===== src/rtl/window_minmax_4bit_pkg.sv =====
// Shared definitions for the windowed min/max tracker: FSM state type and width defaults.
package window_minmax_4bit_pkg;

    localparam int unsigned DataWDefault = 4;
    localparam int unsigned CntWDefault  = 4;

    typedef enum logic [1:0] {
        StIdle = 2'd0,
        StRun  = 2'd1,
        StDone = 2'd2
    } wmm_state_e;

endpackage


===== src/rtl/window_minmax_4bit_mag_cmp.sv =====
// Combinational unsigned magnitude comparator: flags a > b, a < b and a == b.
module mag_cmp
    import window_minmax_4bit_pkg::*;
#(
    parameter int unsigned DATA_W = DataWDefault
) (
    input  logic [DATA_W-1:0] a,
    input  logic [DATA_W-1:0] b,
    output logic              gt,
    output logic              lt,
    output logic              eq
);

    assign gt = (a > b);
    assign lt = (a < b);
    assign eq = (a == b);

endmodule


===== src/rtl/window_minmax_4bit.sv =====
// Tracks max/min of a window of win_len samples (0 = 2**CNT_W); IDLE -> RUN -> DONE.
// Optional max_cnt output (occurrences of the current max) enabled by WMM_MAX_COUNT_EN.
module window_minmax_4bit
    import window_minmax_4bit_pkg::*;
#(
    parameter int unsigned DATA_W = DataWDefault,
    parameter int unsigned CNT_W  = CntWDefault
) (
    input  logic              clk,
    input  logic              rst,
    input  logic              start,
    input  logic [CNT_W-1:0]  win_len,
    input  logic              in_valid,
    input  logic [DATA_W-1:0] in_data,
    output logic              in_ready,
    output logic [DATA_W-1:0] max_val,
    output logic [DATA_W-1:0] min_val,
    output logic              done,
    output logic              busy,
    output logic              result_valid
`ifdef WMM_MAX_COUNT_EN
    ,
    output logic [CNT_W:0]    max_cnt
`endif
);

    wmm_state_e state_q, state_d;

    logic [CNT_W:0]    len_q, cnt_q, len_full;
    logic [DATA_W-1:0] max_q, min_q;
    logic              rv_q;
    logic              start_win, accept, first, last;
    logic              max_gt, max_lt, max_eq;
    logic              min_gt, min_lt, min_eq;

    mag_cmp #(.DATA_W(DATA_W)) u_cmp_max (
        .a  (in_data),
        .b  (max_q),
        .gt (max_gt),
        .lt (max_lt),
        .eq (max_eq)
    );

    mag_cmp #(.DATA_W(DATA_W)) u_cmp_min (
        .a  (in_data),
        .b  (min_q),
        .gt (min_gt),
        .lt (min_lt),
        .eq (min_eq)
    );

    logic unused_cmp;
    assign unused_cmp = ^{max_lt, max_eq, min_gt, min_eq};

    // A zero length field stands for the full 2**CNT_W window, hence the extra count bit.
    assign len_full  = (win_len == '0) ? {1'b1, {CNT_W{1'b0}}} : {1'b0, win_len};
    assign start_win = (state_q == StIdle) && start;
    assign accept    = (state_q == StRun) && in_valid;
    assign first     = (cnt_q == '0);
    assign last      = accept && ((cnt_q + 1'b1) == len_q);

    always_ff @(posedge clk) begin
        if (rst) begin
            state_q <= StIdle;
        end else begin
            state_q <= state_d;
        end
    end

    always_comb begin
        state_d = state_q;
        unique case (state_q)
            StIdle:  if (start_win) state_d = StRun;
            StRun:   if (last) state_d = StDone;
            StDone:  state_d = StIdle;
            default: state_d = StIdle;
        endcase
    end

    always_comb begin
        in_ready = (state_q == StRun);
        busy     = (state_q == StRun);
        done     = (state_q == StDone);
    end

    always_ff @(posedge clk) begin
        if (rst) begin
            len_q <= '0;
            cnt_q <= '0;
            max_q <= '0;
            min_q <= '0;
            rv_q  <= 1'b0;
        end else begin
            if (start_win) begin
                len_q <= len_full;
                cnt_q <= '0;
                rv_q  <= 1'b0;
            end
            if (accept) begin
                cnt_q <= cnt_q + 1'b1;
                if (first || max_gt) max_q <= in_data;
                if (first || min_lt) min_q <= in_data;
            end
            if (last) rv_q <= 1'b1;
        end
    end

`ifdef WMM_MAX_COUNT_EN
    logic [CNT_W:0] max_cnt_q;

    always_ff @(posedge clk) begin
        if (rst) begin
            max_cnt_q <= '0;
        end else if (accept) begin
            if (first || max_gt) begin
                max_cnt_q <= {{CNT_W{1'b0}}, 1'b1};
            end else if (max_eq) begin
                max_cnt_q <= max_cnt_q + 1'b1;
            end
        end
    end

    assign max_cnt = max_cnt_q;
`endif

    assign max_val      = max_q;
    assign min_val      = min_q;
    assign result_valid = rv_q;

endmodule

===== config.mk =====
export PLATFORM = sky130hd
export DESIGN_NAME = window_minmax_4bit
export DESIGN_NICKNAME = d
export VERILOG_FILES = /design/src/rtl/window_minmax_4bit_pkg.sv /design/src/rtl/window_minmax_4bit_mag_cmp.sv /design/src/rtl/window_minmax_4bit.sv
export SDC_FILE = /design/constraint.sdc
export NUM_CORES = 1
export LEC_CHECK = 0
export CORE_MARGIN = 3
export CORE_UTILIZATION = 49
export DETAILED_ROUTE_END_ITERATION = 8
export GPL_ROUTABILITY_DRIVEN = 0
export MAX_ROUTING_LAYER = met4
export PLACE_DENSITY = 0.88
export SKIP_LAST_GASP = 1
export SYNTH_ARGS = -nofsm -noshare
export SYNTH_HDL_FRONTEND = slang
export SYNTH_SLANG_ARGS = --single-unit

===== constraint.sdc =====
create_clock -name clk -period 4 [get_ports clk]
set_clock_uncertainty 0.15 [all_clocks]
set_input_delay 0.8 -clock clk [delete_from_list [all_inputs] [get_ports clk]]
set_output_delay 0.8 -clock clk [all_outputs]
set_load 0.005 [all_outputs]

Word-level counts from Yosys, hierarchy flattened
Index checks and enable logic that the tools add are counted.
- shifts and indexed selects: 0
- multiplexer cells: 8
- order comparisons: 2
- bitwise operators: 0
- div/mod/pow operators: 0
- reduce and logical (&&, ||, !) cells: 13
- multipliers: 0
- equality and inequality tests: 5
- add/sub/neg operators: 1
- operators by type and width (cell ; number):
    5-bit 2-to-1 mux ; 3
    2-bit AND reduction ; 3
    5-bit by 1-bit adder with 5-bit output, second input constant ; 1
    5-bit == test ; 1
    5-bit zero test ; 1
    4-bit > comparator ; 1
    4-bit zero test ; 1
    4-bit less-than comparator ; 1
    2-bit 2-to-1 mux ; 2
    2-bit one-hot mux with 2 select lines ; 1
    2-bit nonzero test ; 2
    1-bit logical AND ; 3
    2-bit by 1-bit == test with 1-bit output, second input constant ; 1
    2-bit == test, second input constant ; 1
    2-bit zero test ; 1
    1-bit logical OR ; 2
    1-bit 2-to-1 mux ; 2
    2-bit by 1-bit inequality test with 1-bit output, second input constant ; 1
    2-bit inequality test, second input constant ; 1
- logic and storage cells: 35
- memory bits (writable): 0
- output and inout bits: 12
- memories: 0
- input bits: 12
- bits in latches: 0
- ROM bits: 0
- register bits: 21

Depth between registers and ports, before layout
Gate-level depths: netlist of the first run.
- depth after elaboration: 5
- gate-level depth with buffers: 7
- gate-level depth less buffers: 7

Modules after synthesis
Synthesis of the first run repeated with hierarchy kept, for this count alone.
- cells, all modules: 138
- area total of the unflattened synthesis: 1237.4 sq um
- by module, submodules not included (module ; area each (sq um) ; instances ; seq. area each (sq um) ; cells an instance):
    window_minmax_4bit ; 979.7 ; 1 ; 420.4 ; 106
    mag_cmp ; 128.9 ; 2 ; 0.0 ; 16

Least setup slack after synthesis of the first run
Ideal clock, no wire load.
- kind: input to register
- start point: input in_data[2]
- end point: register min_q[0], in the netlist min_val[0]
- setup time: 0.128 ns
- stages: 6
- buffers on the path: 0
- data required time: 3.722 ns
- setup slack: 1.905 ns
- data arrival time: 1.817 ns
- cells stage by stage: ha_1 > a21oi_1 > o21ai_0 > a211o_1 > mux2i_1 > nor2_1
- longest elaborated chain between the ends: 3
- ends and longest elaborated chain (element ; line ; RTL):
    start, declared ; window_minmax_4bit.sv:14 ; input logic [DATA_W-1:0] in_data,
    4-bit less-than comparator ; window_minmax_4bit_mag_cmp.sv:15 ; assign lt = (a < b);
    1-bit logical OR ; window_minmax_4bit.sv:102 ; if (first || min_lt) min_q <= in_data;
    2-bit AND reduction (no line) ; - ;
    end signal, assigned ; window_minmax_4bit.sv:102 ;
    end, declared ; window_minmax_4bit.sv:30 ; logic [DATA_W-1:0] max_q, min_q;
No other way between the ends.
A chain may end at the register's enable or synchronous reset.

Worst setup path after layout of the first run
- start point: register state_q[0]
- end point: output busy
- longest elaborated chain between the ends: 1
- ends and longest elaborated chain (element ; line ; RTL):
    start, declared ; window_minmax_4bit.sv:27 ; wmm_state_e state_q, state_d;
    start signal, assigned ; window_minmax_4bit.sv:64 ; state_q <= StIdle;
    start signal, assigned ; window_minmax_4bit.sv:66 ; state_q <= state_d;
    2-bit by 1-bit == test with 1-bit output ; window_minmax_4bit.sv:82 ; busy = (state_q == StRun);
    end, declared ; window_minmax_4bit.sv:19 ; output logic busy,
No other way between the ends.

==> metrics.txt, run 1 <==
post-synthesis net count=156; average cell area after synthesis=8.45 um2; capturing element type of the critical path=primary output; Initial Util=54.8%; clock latency reported for the late side of the worst-skew pair=0.31 ns; number of port buffers=23; post-route antenna net violation count=0; fraction of registers with async set or reset after synthesis=0%; DRT Pass-1 Iters=3; via count of the first global-routing pass=1,018; Final Slew Violations=0; Reg clk slew, reported paths=around 0.12 ns; Hold Path Cell Cnt=2; total count of hold-check failures in the final report=0; critical path required time=just over 3 ns; Post-DP HPWL=1860 um; post-route standard cell area excluding fillers=1410 um2; post-layout total power=408 uW; RSZ-0062 raised after global routing=false; Iter 0 DRT Violations=6; number of rows created at floorplan=16; most common cell after layout, fill and taps aside=clkdlybuf4s50_1; number of synthesized register bits=21; final wirelength=2320 um; first-pass GRT wire length=4110 um; largest net degree at the start of global routing=22; cell taking the most area after synthesis=dfxtp_1; count of flip-flops with a built-in enable after synthesis=0; clock buffers created by TritonCTS=3; I/O pin cnt=24; sequential fraction of design power=approximately 55%; portion of the clock cycle consumed by the worst path in the final layout=62.3%; largest vdd supply drop=204 uV; Area Overhead vs Synth=23.7%; number of vias per cell after detailed routing=roughly 5.4; top flip-flop cell by instance count after synthesis=dfxtp_1; count of nets after finishing=180; Post-Syn Area=approximately 1100 um2; buffers inserted by post-CTS timing repair=0; placed cell areas=1390 um2; Post-Layout Cell Count=185; Critical Path Source Type=register; largest fanout on the critical path=5; Cells after Synth=135; max-slew headroom at the worst pin=around half; Pwr per Cell Area=a little under 300 nW/um2; result of the run=finished, final reports clean; number of buffers inserted for hold repair after clock tree synthesis=0; largest cells by area after synthesis=dfxtp_1, ha_1, mux2i_1; worst setup slack before clock tree synthesis=1.16 ns; combinational share of power=about a fifth; instance count after placement with tap cells included=181; die span in y=around 54 um; initial antenna violation count=0; overall overflow remaining after global route=0; ratio of cells with drive above 1 in the final layout=approximately 3.8%; worst setup margin=around 1.5 ns; leakage power summed over all cells=0.000575 uW; total internal power=300 uW; TritonCTS clock tree=done; Clk Tree Root Cell=clkbuf_4; max-capacitance violation count=0; area of the die=2940 um2; number of diodes added for antenna fixing=0; Max H-tree Level=1; FF-to-FF setup slack=2.11 ns; share of Yosys cell area claimed by the top area cell type=36.8%; chip width=54.3 um; Residual DRC=0; Sink Count=21; routed length per instance=12.5 um; Yosys warning total=0; switching fraction of total power=26.6%; fillcell total=192; clock network power share=around a quarter; post-route minimum period=2.49 ns; top achievable clock speed=401 MHz; Resized Gates After CTS=0; depth of the worst register-to-register path=7; Final Setup Violations=0; sequential fraction of the synthesis area=approximately 37%; Arr. time, crit path=about 1.5 ns; number of distinct standard cells referenced by the synthesized netlist=33; P_sw=109 uW; commonest cells after routing, fill and taps aside=clkdlybuf4s50_1, dfxtp_1, nor2_1, nand2_1, a21oi_1; vias after detailed routing=992; Tot GR Track Use=19.9%; Core ar.=2080 um2; setup tns final=0 ns; actual slew at the worst max-slew pin=0.755 ns; maximum count of clock buffers along a single path=2; category of the critical setup timing path=reg -> out; path category of the worst min-delay check=reg -> reg
-- critical path, cell delays in order, from the launching register on --
cell	delay (ns)
dfxtp_1	0.41
nor2b_1	0.27
clkdlybuf4s50_1	0.55
-- registers in the layout (all words and copies together) (netlist names) --
signal        count
min_val           4
cnt_q             5
len_q             5
state_q           2
result_valid      1
max_val           4
-- metrics by stage --
step           hold WS [ns]  utilization [%]
2_1_floorplan         0.295                -
3_3_place_gp          0.296             66.5
3_5_place_dp          0.308             66.5
4_1_cts               0.325             67.8
5_1_grt               0.356             67.8
6_report              0.324             67.8
-- metal layers --
metal	vias up	part of all wire, %	routed length [um]	GRT usage (%)
met2	26	48	1110	34.3
met5	-	0	0	-
met3	9	4.9	114	4.36
met4	0	3.1	72	9.54
met1	452	44	1020	21.7
li1	505	-	-	-
-- power groups by stage --
stage / logic (uW) / registers, uW / clock network (uW)
3_5_place_dp: 81.3 / 230 / 0
6_report: 80.6 / 225 / 103
3_3_place_gp: 78.1 / 229 / 0
4_1_cts: 81.7 / 225 / 107
5_1_grt: 91.2 / 227 / 116
2_1_floorplan: 47.7 / 228 / 0
-- path summary, 6_finish.rpt --
check	endpoint	startpoint
worst min register to register	result_valid	result_valid
worst min-delay path	result_valid	result_valid
worst max-delay path	busy	state_q[0]
worst max register to register	min_val[0]	cnt_q[0]
-- layout make-up --
| class | count | area (um2) | area share [%] |
|---|---|---|---|
| inverter | 10 | 37.5 | 2.66 |
| tap | 27 | 33.8 | 2.39 |
| clock buffer | 4 | 26.3 | 1.86 |
| sequential | 21 | 420 | 29.8 |
| timing repair buffer | 23 | 230 | 16.3 |
| multi-input combinational | 100 | 663 | 47.0 |
-- cell families after synthesis --
group / synth area share (%)
AND/OR/NAND/NOR: 24.0
AO/OA/AOI/OAI: 13.4
flip-flops: 36.8
buffers and inverters: 5.04
adder cells (fa/ha/maj): 9.87
multiplexers: 7.02
XOR/XNOR: 3.84
-- synthesized netlist by cell type, types with 3 or more instances --
master    n
xnor2_1   3
a21oi_1  11
nand2_1  16
dfxtp_1  21
o21ai_0   4
mux2i_1   8
nor2b_1   7
inv_1    10
nor2_1   16
ha_1      9
(Power assumes the default switching activity.)
==> run 2: changes to the inputs <==
--- a/config.mk
+++ b/config.mk
@@ -6,11 +6,11 @@
 export NUM_CORES = 1
 export LEC_CHECK = 0
 export CORE_MARGIN = 3
-export CORE_UTILIZATION = 49
+export CORE_UTILIZATION = 45
 export DETAILED_ROUTE_END_ITERATION = 8
 export GPL_ROUTABILITY_DRIVEN = 0
 export MAX_ROUTING_LAYER = met4
-export PLACE_DENSITY = 0.88
+export PLACE_DENSITY = 0.86
 export SKIP_LAST_GASP = 1
 export SYNTH_ARGS = -nofsm -noshare
 export SYNTH_HDL_FRONTEND = slang
==> constraint.sdc (replaced) <==
create_clock -name clk -period 2.2 [get_ports clk]
set_clock_uncertainty 0.15 [all_clocks]
set_input_delay 0.44 -clock clk [delete_from_list [all_inputs] [get_ports clk]]
set_output_delay 0.44 -clock clk [all_outputs]
set_load 0.005 [all_outputs]
==> run 2 against run 1 <==
Compared with the run above: combinational power is 100% higher; first-iteration DRC count grew to 2.8 times the previous value; register-to-register slack got worse by 1.8 ns.
==> metrics.txt, run 2 (same netlist as run 1, synthesis figures left out) <==
result of the run=finished, final reports clean; overall overflow remaining after global route=0; capturing element type of the critical path=primary output; clock latency reported for the late side of the worst-skew pair=~0.32 ns; largest vdd supply drop=688 uV; maximum count of clock buffers along a single path=2; ratio of cells with drive above 1 in the final layout=approximately 10%; Tot GR Track Use=18.2%; Post-DP HPWL=2100 um; top achievable clock speed=476 MHz; worst-path cell with the longest stage delay=clkdlybuf4s50_1; Sink Count=21; count of nets after finishing=189; area of the die=between 3000 and 4000 um2; Core ar.=2300 um2; die span in y=56.4 um; crit-path cells=nor2b_4, clkdlybuf4s50_1; I/O pin cnt=24; number of diodes added for antenna fixing=0; registers with the highest flip-flop counts=cnt_q x5, len_q x5; final core utilization=65.0%; commonest cells after routing, fill and taps aside=clkdlybuf4s50_1, dfxtp_1, nor2_1, nand2_1, a21oi_1; number of buffers inserted for hold repair after clock tree synthesis=0; Residual DRC=0; TritonCTS clock tree=done; Max H-tree Level=1; clock buffers created by TritonCTS=3; critical path required time=1.61 ns; total count of hold-check failures in the final report=0; buffers inserted by post-CTS timing repair=0; global routing usage on met3=under 10%; vias after detailed routing=roughly 1,000; most common cell after layout, fill and taps aside=clkdlybuf4s50_1; post-route antenna net violation count=0; category of the critical setup timing path=reg -> out; Area Overhead vs Synth=30.9%; routed length per instance=13.2 um; via count of the first global-routing pass=1,072; Final Setup Violations=0; fillcell total=206; max-slew headroom at the worst pin=78.5%; largest net degree at the start of global routing=14; actual slew at the worst max-slew pin=0.322 ns; DRT Pass-1 Iters=4; initial antenna violation count=0; portion of the clock cycle consumed by the worst path in the final layout=95.5%; Iter 0 DRT Violations=17; post-route minimum period=2.10 ns; chip width=about 56 um; max-capacitance violation count=0; Critical Path Source Type=register; number of vias per cell after detailed routing=5.25; Clk Tree Root Cell=clkbuf_4; path category of the worst min-delay check=reg -> reg; Arr. time, crit path=1.51 ns; first-pass GRT wire length=4610 um; placed cell areas=1450 um2; post-layout total power=777 uW; grt met2 use=around a third; Largest stage delay, worst path=0.54 ns; number of port buffers=23; setup tns final=0 ns; worst hold slack=0.339 ns; Reg clk slew, reported paths=between 0.1 and 0.15 ns; Final Slew Violations=0; largest fanout on the critical path=5; Pwr per Cell Area=520 nW/um2; Initial Util=49.7%; final wirelength=2580 um; leakage power summed over all cells=0.000630 uW; most utilized layer in the global route result=met2; GR Layer Usage met1=20.1%; post-route standard cell area excluding fillers=around 1500 um2; number of rows created at floorplan=17
run 2: cell types whose count changed in the layout (fill, tap and decap cells not counted), sizes merged:
cell	before	now
clkinvlp	0	1
buf	0	9
clkdlybuf4s50	23	22
dlymetal6s2s	0	1
clkbuf	4	3
run 2: final cells by class:
class | count | area (um2) | share of cell area (%)
Timing Repair Buffer | 32 | 300 | 20.1
Multi-Input combinational cell | 100 | 671 | 44.9
Clock buffer | 3 | 22.5 | 1.51
Clock inverter | 1 | 7.51 | 0.503
Sequential cell | 21 | 420 | 28.1
Inverter | 10 | 37.5 | 2.51
Tap cell | 28 | 35.0 | 2.35
run 2: critical path, delay by kind of cell (launching register included):
family        cells  cell delay (ns)
simple gates      1             0.21
buf+inv           1             0.54
flops             1             0.43
run 2: final timing paths:
path	cells after the start	slack (ns)	endpoint	start
worst min-delay path	2	0.34	len_q[4]	len_q[4]
worst max register to register	6	0.28	state_q[0]	cnt_q[0]
worst max-delay path	2	0.1	in_ready	state_q[0]
worst min register to register	2	0.34	len_q[4]	len_q[4]
run 2: through the flow:
stage,cells,setup WS [ns]
final,195,0.100
after global routing,195,-0.00817
after CTS,195,0.0579
after detailed placement,191,-0.160
after global placement,191,-0.0821
after floorplan,135,0.465
run 2: power by group:
group | internal (uW) | switching (uW) | total [uW]
clock network | 69.7 | 135 | 204
registers | 396 | 14.1 | 410
logic | 90.8 | 72.2 | 163
total | 556 | 221 | 777
run 2: what timing repair did:
item	CTS	global route
pin swaps	0	1
setup endpoints to repair	2	3
resized for setup	1	2
run 2: layer usage:
metal | routed length (um) | vias to the layer above | share of wire [%]
met3 | 69 | 2 | 2.7
met5 | 0 | - | 0
met4 | 21 | 0 | 0.81
li1 | - | 524 | -
met1 | 1130 | 485 | 44
met2 | 1360 | 13 | 53
==> RTL edit 1, RTL diff (settings of run 2) <==
Build with the macro `WMM_MAX_COUNT_EN` defined.
--- a/src/rtl/window_minmax_4bit.sv
+++ b/src/rtl/window_minmax_4bit.sv
@@ -1,4 +1,6 @@
 // Tracks max/min of a window of win_len samples (0 = 2**CNT_W); IDLE -> RUN -> DONE.
 // Optional max_cnt output (occurrences of the current max) enabled by WMM_MAX_COUNT_EN.
+`define WMM_MAX_COUNT_EN
+
 module window_minmax_4bit
     import window_minmax_4bit_pkg::*;
Function (old outputs only; new: max_cnt): kept (equiv_simple and equiv_induct, registers matched by name and starting in step).
==> RTL edit 1 against run 2 <==
  * Power is 24% higher
  * Setup slack lost 0.039 ns
  * Final area is 27% higher
  * Sequential cell count up 5
  * Area after synthesis rose by 21%
  * Global-route usage is 1.9 points higher
  * Wire length is 38% higher
  * First-iteration DRC count is 120% higher
  * Combinational power grew 26%
==> RTL edit 1: results (changes against run 2) <==
- Worst Hold Path EP: min_val[0]$_SDFFE_PP0P_
* Sum of met2 wire segment lengths after detailed routing: 1.81 mm (+33%)
* Buffer share of cell area: 0.229 (+0.0280)
* Worst stage delay on the critical path: 0.46 ns (-0.08 ns)
* Leakage power summed over all cells: 0.819 nW (+30%)
- Portion of the post-synthesis area used by sequential elements: 0.378 (+0.00976)
* Dominant cells by area after synthesis: dfxtp_1 38%, ha_1 9.1%, mux2i_1 5.8%
* Clock distribution area overhead in the final layout: 0.0191 (-0.000959)
- The area fraction in compound gates after synthesis came to 0.132 (-0.00195).
- Met3 Wirelength: 100 um (+45%)
* Vias in the first global route: 1234 (+15%)
- The post-cts sizing count came to 0 (-1).
- The first-pass GRT wire length is 5.42 mm (+18%).
- The xor/xnor cell area share of the yosys netlist is 0.0636 (+0.0253).
- Post-synthesis cell count: 160 (+19%)
- Class of the worst hold path: in2reg
- Violation count after the first detailed-routing iteration: 38 (+21)
- The count of flip-flops and latches is 26 (+24%).
- The final net count was 229 (+21%).
- WL met1: 1.57 mm (+39%)
- Mapped Nets: 182 (+17%)
* Plain + repair buffers: 47 (+47%)
- The cell depth of the worst hold path is 3 (+1).
- The pre-CTS setup slack was -0.348 ns (-0.188 ns).
- Insertion delay of the later-clocked pin in the worst-skew pair: 0.34 ns (+0.02 ns)
- The share of async-settable or async-resettable flops after synthesis came to 0 (unchanged).
- The pin count of the biggest net entering global routing is 15 (+1).
* Maximum clock path buffer count: 2 (unchanged)
- Aggregate global-route resource usage: 0.201 (+0.0189)
* Minimum clock period: 2.14 ns (+0.0390 ns)
* Distinct cells, synth: 36 (+9.1%)
* Met2 track demand over resource in global routing: 0.328 (-0.00109)
- Post-synthesis share of cell area spent on full adders, half adders and majority gates: 0.0909 (-0.00778)
- Filler instances: 210 (+1.9%)
- The share of layout cells above drive strength 1 was 0.150 (+0.0487).
- Met3 Use GR: 0.0335 (-0.0101)
- Critical path's top delay family: simple AND/OR/NAND/NOR gates
* Final routed wire length divided by cell count: 15.1 um (+14%)
- Clock-pin transition on the worst setup and hold timing paths: 0.16 ns (+0.03 ns)
- The worst relative slew slack came to 0.699 (-0.0857).
- Most used standard cells in the synthesized netlist: 26 x dfxtp_1, 21 x nor2_1, 14 x nand2_1
- The total number of vias came to 1294 (+26%).
- Crit-path slowest cell: or4b_4
- Worst Reg-to-Reg Cells: 8 (+2)
- Result of the run: finished, final reports clean
- The count of port buffers added during placement is 28 (+22%).
* Non-clock inverter count in the final layout: 11 (+1)
* Worst reg-to-reg setup slack: 0.06 ns (-0.22 ns)
* Met1 demand-to-capacity share in global routing: 0.247 (+0.0466)
- Maximum vdd drop: 0.389 mV (-43%)
- Combined area of the multi-input logic cells: 822 um^2 (+23%)
[RTL edit 1: changes by cell type after synthesis, moves of 3 or more]
cell / before / now
dfxtp_1: 21 / 26
nor2_1: 16 / 21
xor2_1: 2 / 7
nor2b_1: 7 / 4
[RTL edit 1: per-stage QoR]
step                      area (um^2)  utilization  hold slack, ns
after detailed placement         1780        0.631           0.300
after global placement           1780        0.631           0.296
after global routing             1900        0.670           0.296
after floorplan                  1380            -           0.293
after CTS                        1820        0.644           0.318
final                            1900        0.670           0.276
[RTL edit 1: worst reg2reg max path: cells and delay by family, from the launching register on]
kind / cells / cell delay, ns
flops: 1 / 0.35
simple gates: 2 / 0.51
compound gates: 1 / 0.31
fa+ha+maj: 1 / 0.13
mux: 1 / 0.20
buf+inv: 3 / 0.39
[RTL edit 1: power by group]
| part | internal (mW) | switching (mW) |
|---|---|---|
| Clock | 0.102 | 0.157 |
| Combinational | 0.110 | 0.0949 |
| Sequential | 0.488 | 0.0145 |
==> RTL edit 2, RTL diff (flow settings as in run 2) <==
Without the edit above. Encoding of `wmm_state_e`: now one-hot (3 bits for 3 states).
--- a/src/rtl/window_minmax_4bit_pkg.sv
+++ b/src/rtl/window_minmax_4bit_pkg.sv
@@ -5,8 +5,8 @@
     localparam int unsigned CntWDefault  = 4;
 
-    typedef enum logic [1:0] {
-        StIdle = 2'd0,
-        StRun  = 2'd1,
-        StDone = 2'd2
+    typedef enum logic [2:0] {
+        StIdle = 3'b001,
+        StRun  = 3'b010,
+        StDone = 3'b100
     } wmm_state_e;
 
Check against the original RTL: no difference found for any inputs over 10 cycles, from zero or initial values and one cycle with rst high; not proved beyond that.
==> RTL edit 2 against run 2 <==
  * Final cell count shrank 3.1%
  * Largest cell class unchanged
  * Sequential cell count grew 1
  * Wire length grew 2.8%
  * Synthesized cell count shrank 3.7%
  * Area after synthesis grew 4.1%
  * Largest power group unchanged
  * First-iteration DRC count grew 29%
  * Final area grew 2.3%
  * Count of clock-buffer cells in the layout grew 1
  * Setup slack lost 0.023 ns
  * Via count grew 0.59%
  * Power shrank 3.9%
  * Sequential share of layout area grew 0.66 points
==> RTL edit 2: results (changes against run 2) <==
- Overall via count from detail_route: 1030 (+0.59%)
- Pin slew with the least headroom to its limit: 0.359 ns (+0.0373 ns)
- The flow ran to the end, and the final reports show no timing, DRC or antenna violations.
- The number of distinct library cell variants in the gate-level netlist after synthesis is 34 (+3.0%).
- Mapped Nets: 151 (-3.2%)
* Dominant cells by area after synthesis: dfxtp_1 37%, mux2i_1 11%, ha_1 9.5%
* Most used standard cells in the synthesized netlist: 22 x dfxtp_1, 20 x nor2_1, 13 x mux2i_1
- The total cell area at the placement stage came to 1490 um^2 (+2.7%).
* Wire length of the first global-routing pass: 4.91 mm (+6.4%)
- The power in sequential cells was 0.418 mW (+2%).
- The number of DRC markers after the initial detailed-route iteration came to 22 (+5).
- The routed length per placed instance came to 14.0 um (+6.1%).
* Cells resized by post-CTS repair: 0 (-1)
- The switching power is 0.178 mW (-20%).
- Vias in the first global route: 1090 (+1.7%)
- Placed wire-length estimate after detailed placement: 1.97 mm (-6.3%)
- Combinational gate power: 0.105 mW (-36%)
- The overall routing resource usage was 0.191 (+0.00923).
* Insertion delay of the later-clocked pin in the worst-skew pair: 0.31 ns
- Clock tree root buffer cell: clkbuf_4
* Crit path DAT: 1.53 ns (+0.02 ns)
- Count of nets after finishing: 183 (-3.2%)
* Portion of the post-synthesis area used by sequential elements: 0.371 (+0.00250)
- Maximum vdd drop: 0.289 mV (-58%)
- Leakage power summed over all cells: 0.626 nW (-0.61%)
- The fill cell total of the finished layout was 182 (-12%).
- Power density over cell area: 489 nW/um^2 (-6.1%)
* Maximum number of pins on one net before global-route repair: 22 (+8)
- The count of port buffers added during placement came to 23 (unchanged).
- The share of layout cells above drive strength 1 was 0.0994 (-0.00242).
- CP startpoint: state_q[1]$_SDFFE_PP0P_
* Top_reg_cell synth: dfxtp_1
- Class of the worst hold path: reg2reg
- Startpoint of the most critical hold path: result_valid$_SDFFE_PP0P_
* Worst Reg-to-Reg Cells: 7 (+1)
- Worst reg-to-reg setup slack: 0.31 ns (+0.03 ns)
## RTL edit 2: stage by stage
step / setup TNS, ns / util / std cells / setup slack [ns] / hold slack [ns]
after CTS: 0 / 0.648 / 189 / 0.0651 / 0.343
after global placement: -0.672 / 0.632 / 185 / -0.140 / 0.312
after detailed placement: -0.850 / 0.632 / 185 / -0.160 / 0.326
after global routing: 0 / 0.648 / 189 / 0.00222 / 0.374
final: 0 / 0.648 / 189 / 0.0770 / 0.341
after floorplan: 0 / - / 130 / 0.465 / 0.316
## RTL edit 2: area by class of cell
type / count / area share
sequential: 22 / 0.288
inverter: 9 / 0.0221
timing repair buffer: 31 / 0.190
tap: 28 / 0.0229
multi-input combinational: 95 / 0.453
clock buffer: 4 / 0.0237
## RTL edit 2: metal layers
| metal | vias to the layer above | track usage | wire [um] |
|---|---|---|---|
| li1 | 515 | - | - |
| met1 | 483 | 0.234 | 1190 |
| met2 | 25 | 0.300 | 1310 |
| met3 | 7 | 0.0271 | 85 |
| met4 | 0 | 0.103 | 68 |
| met5 | - | - | 0 |
## RTL edit 2: kinds of logic (layout without fill, tap and decap cells)
family                     count (synthesis)  in the layout  synth area share
buffers and inverters                     13             44            0.0453
and+or+nand+nor                           46             46             0.227
muxes                                     13             13             0.110
AOI/OAI and AO/OA                         21             21             0.109
DFF                                       22             22             0.371
adders and majority gates                  9              9            0.0948
xor gates and xnor gates                   6              6            0.0443
## RTL edit 2: critical path: stages, from the launching register on
cell and delay, ns:
dfxtp_1 0.39, nor3b_4 0.28, clkdlybuf4s50_1 0.55
## RTL edit 2: path summary, 6_finish.rpt
| check | to |
|---|---|
| worst min register to register | result_valid$_SDFFE_PP0P_ |
| worst max register to register | min_val[1]$_SDFFE_PP0P_ |
| worst min-delay path | result_valid$_SDFFE_PP0P_ |
| worst max-delay path | busy |
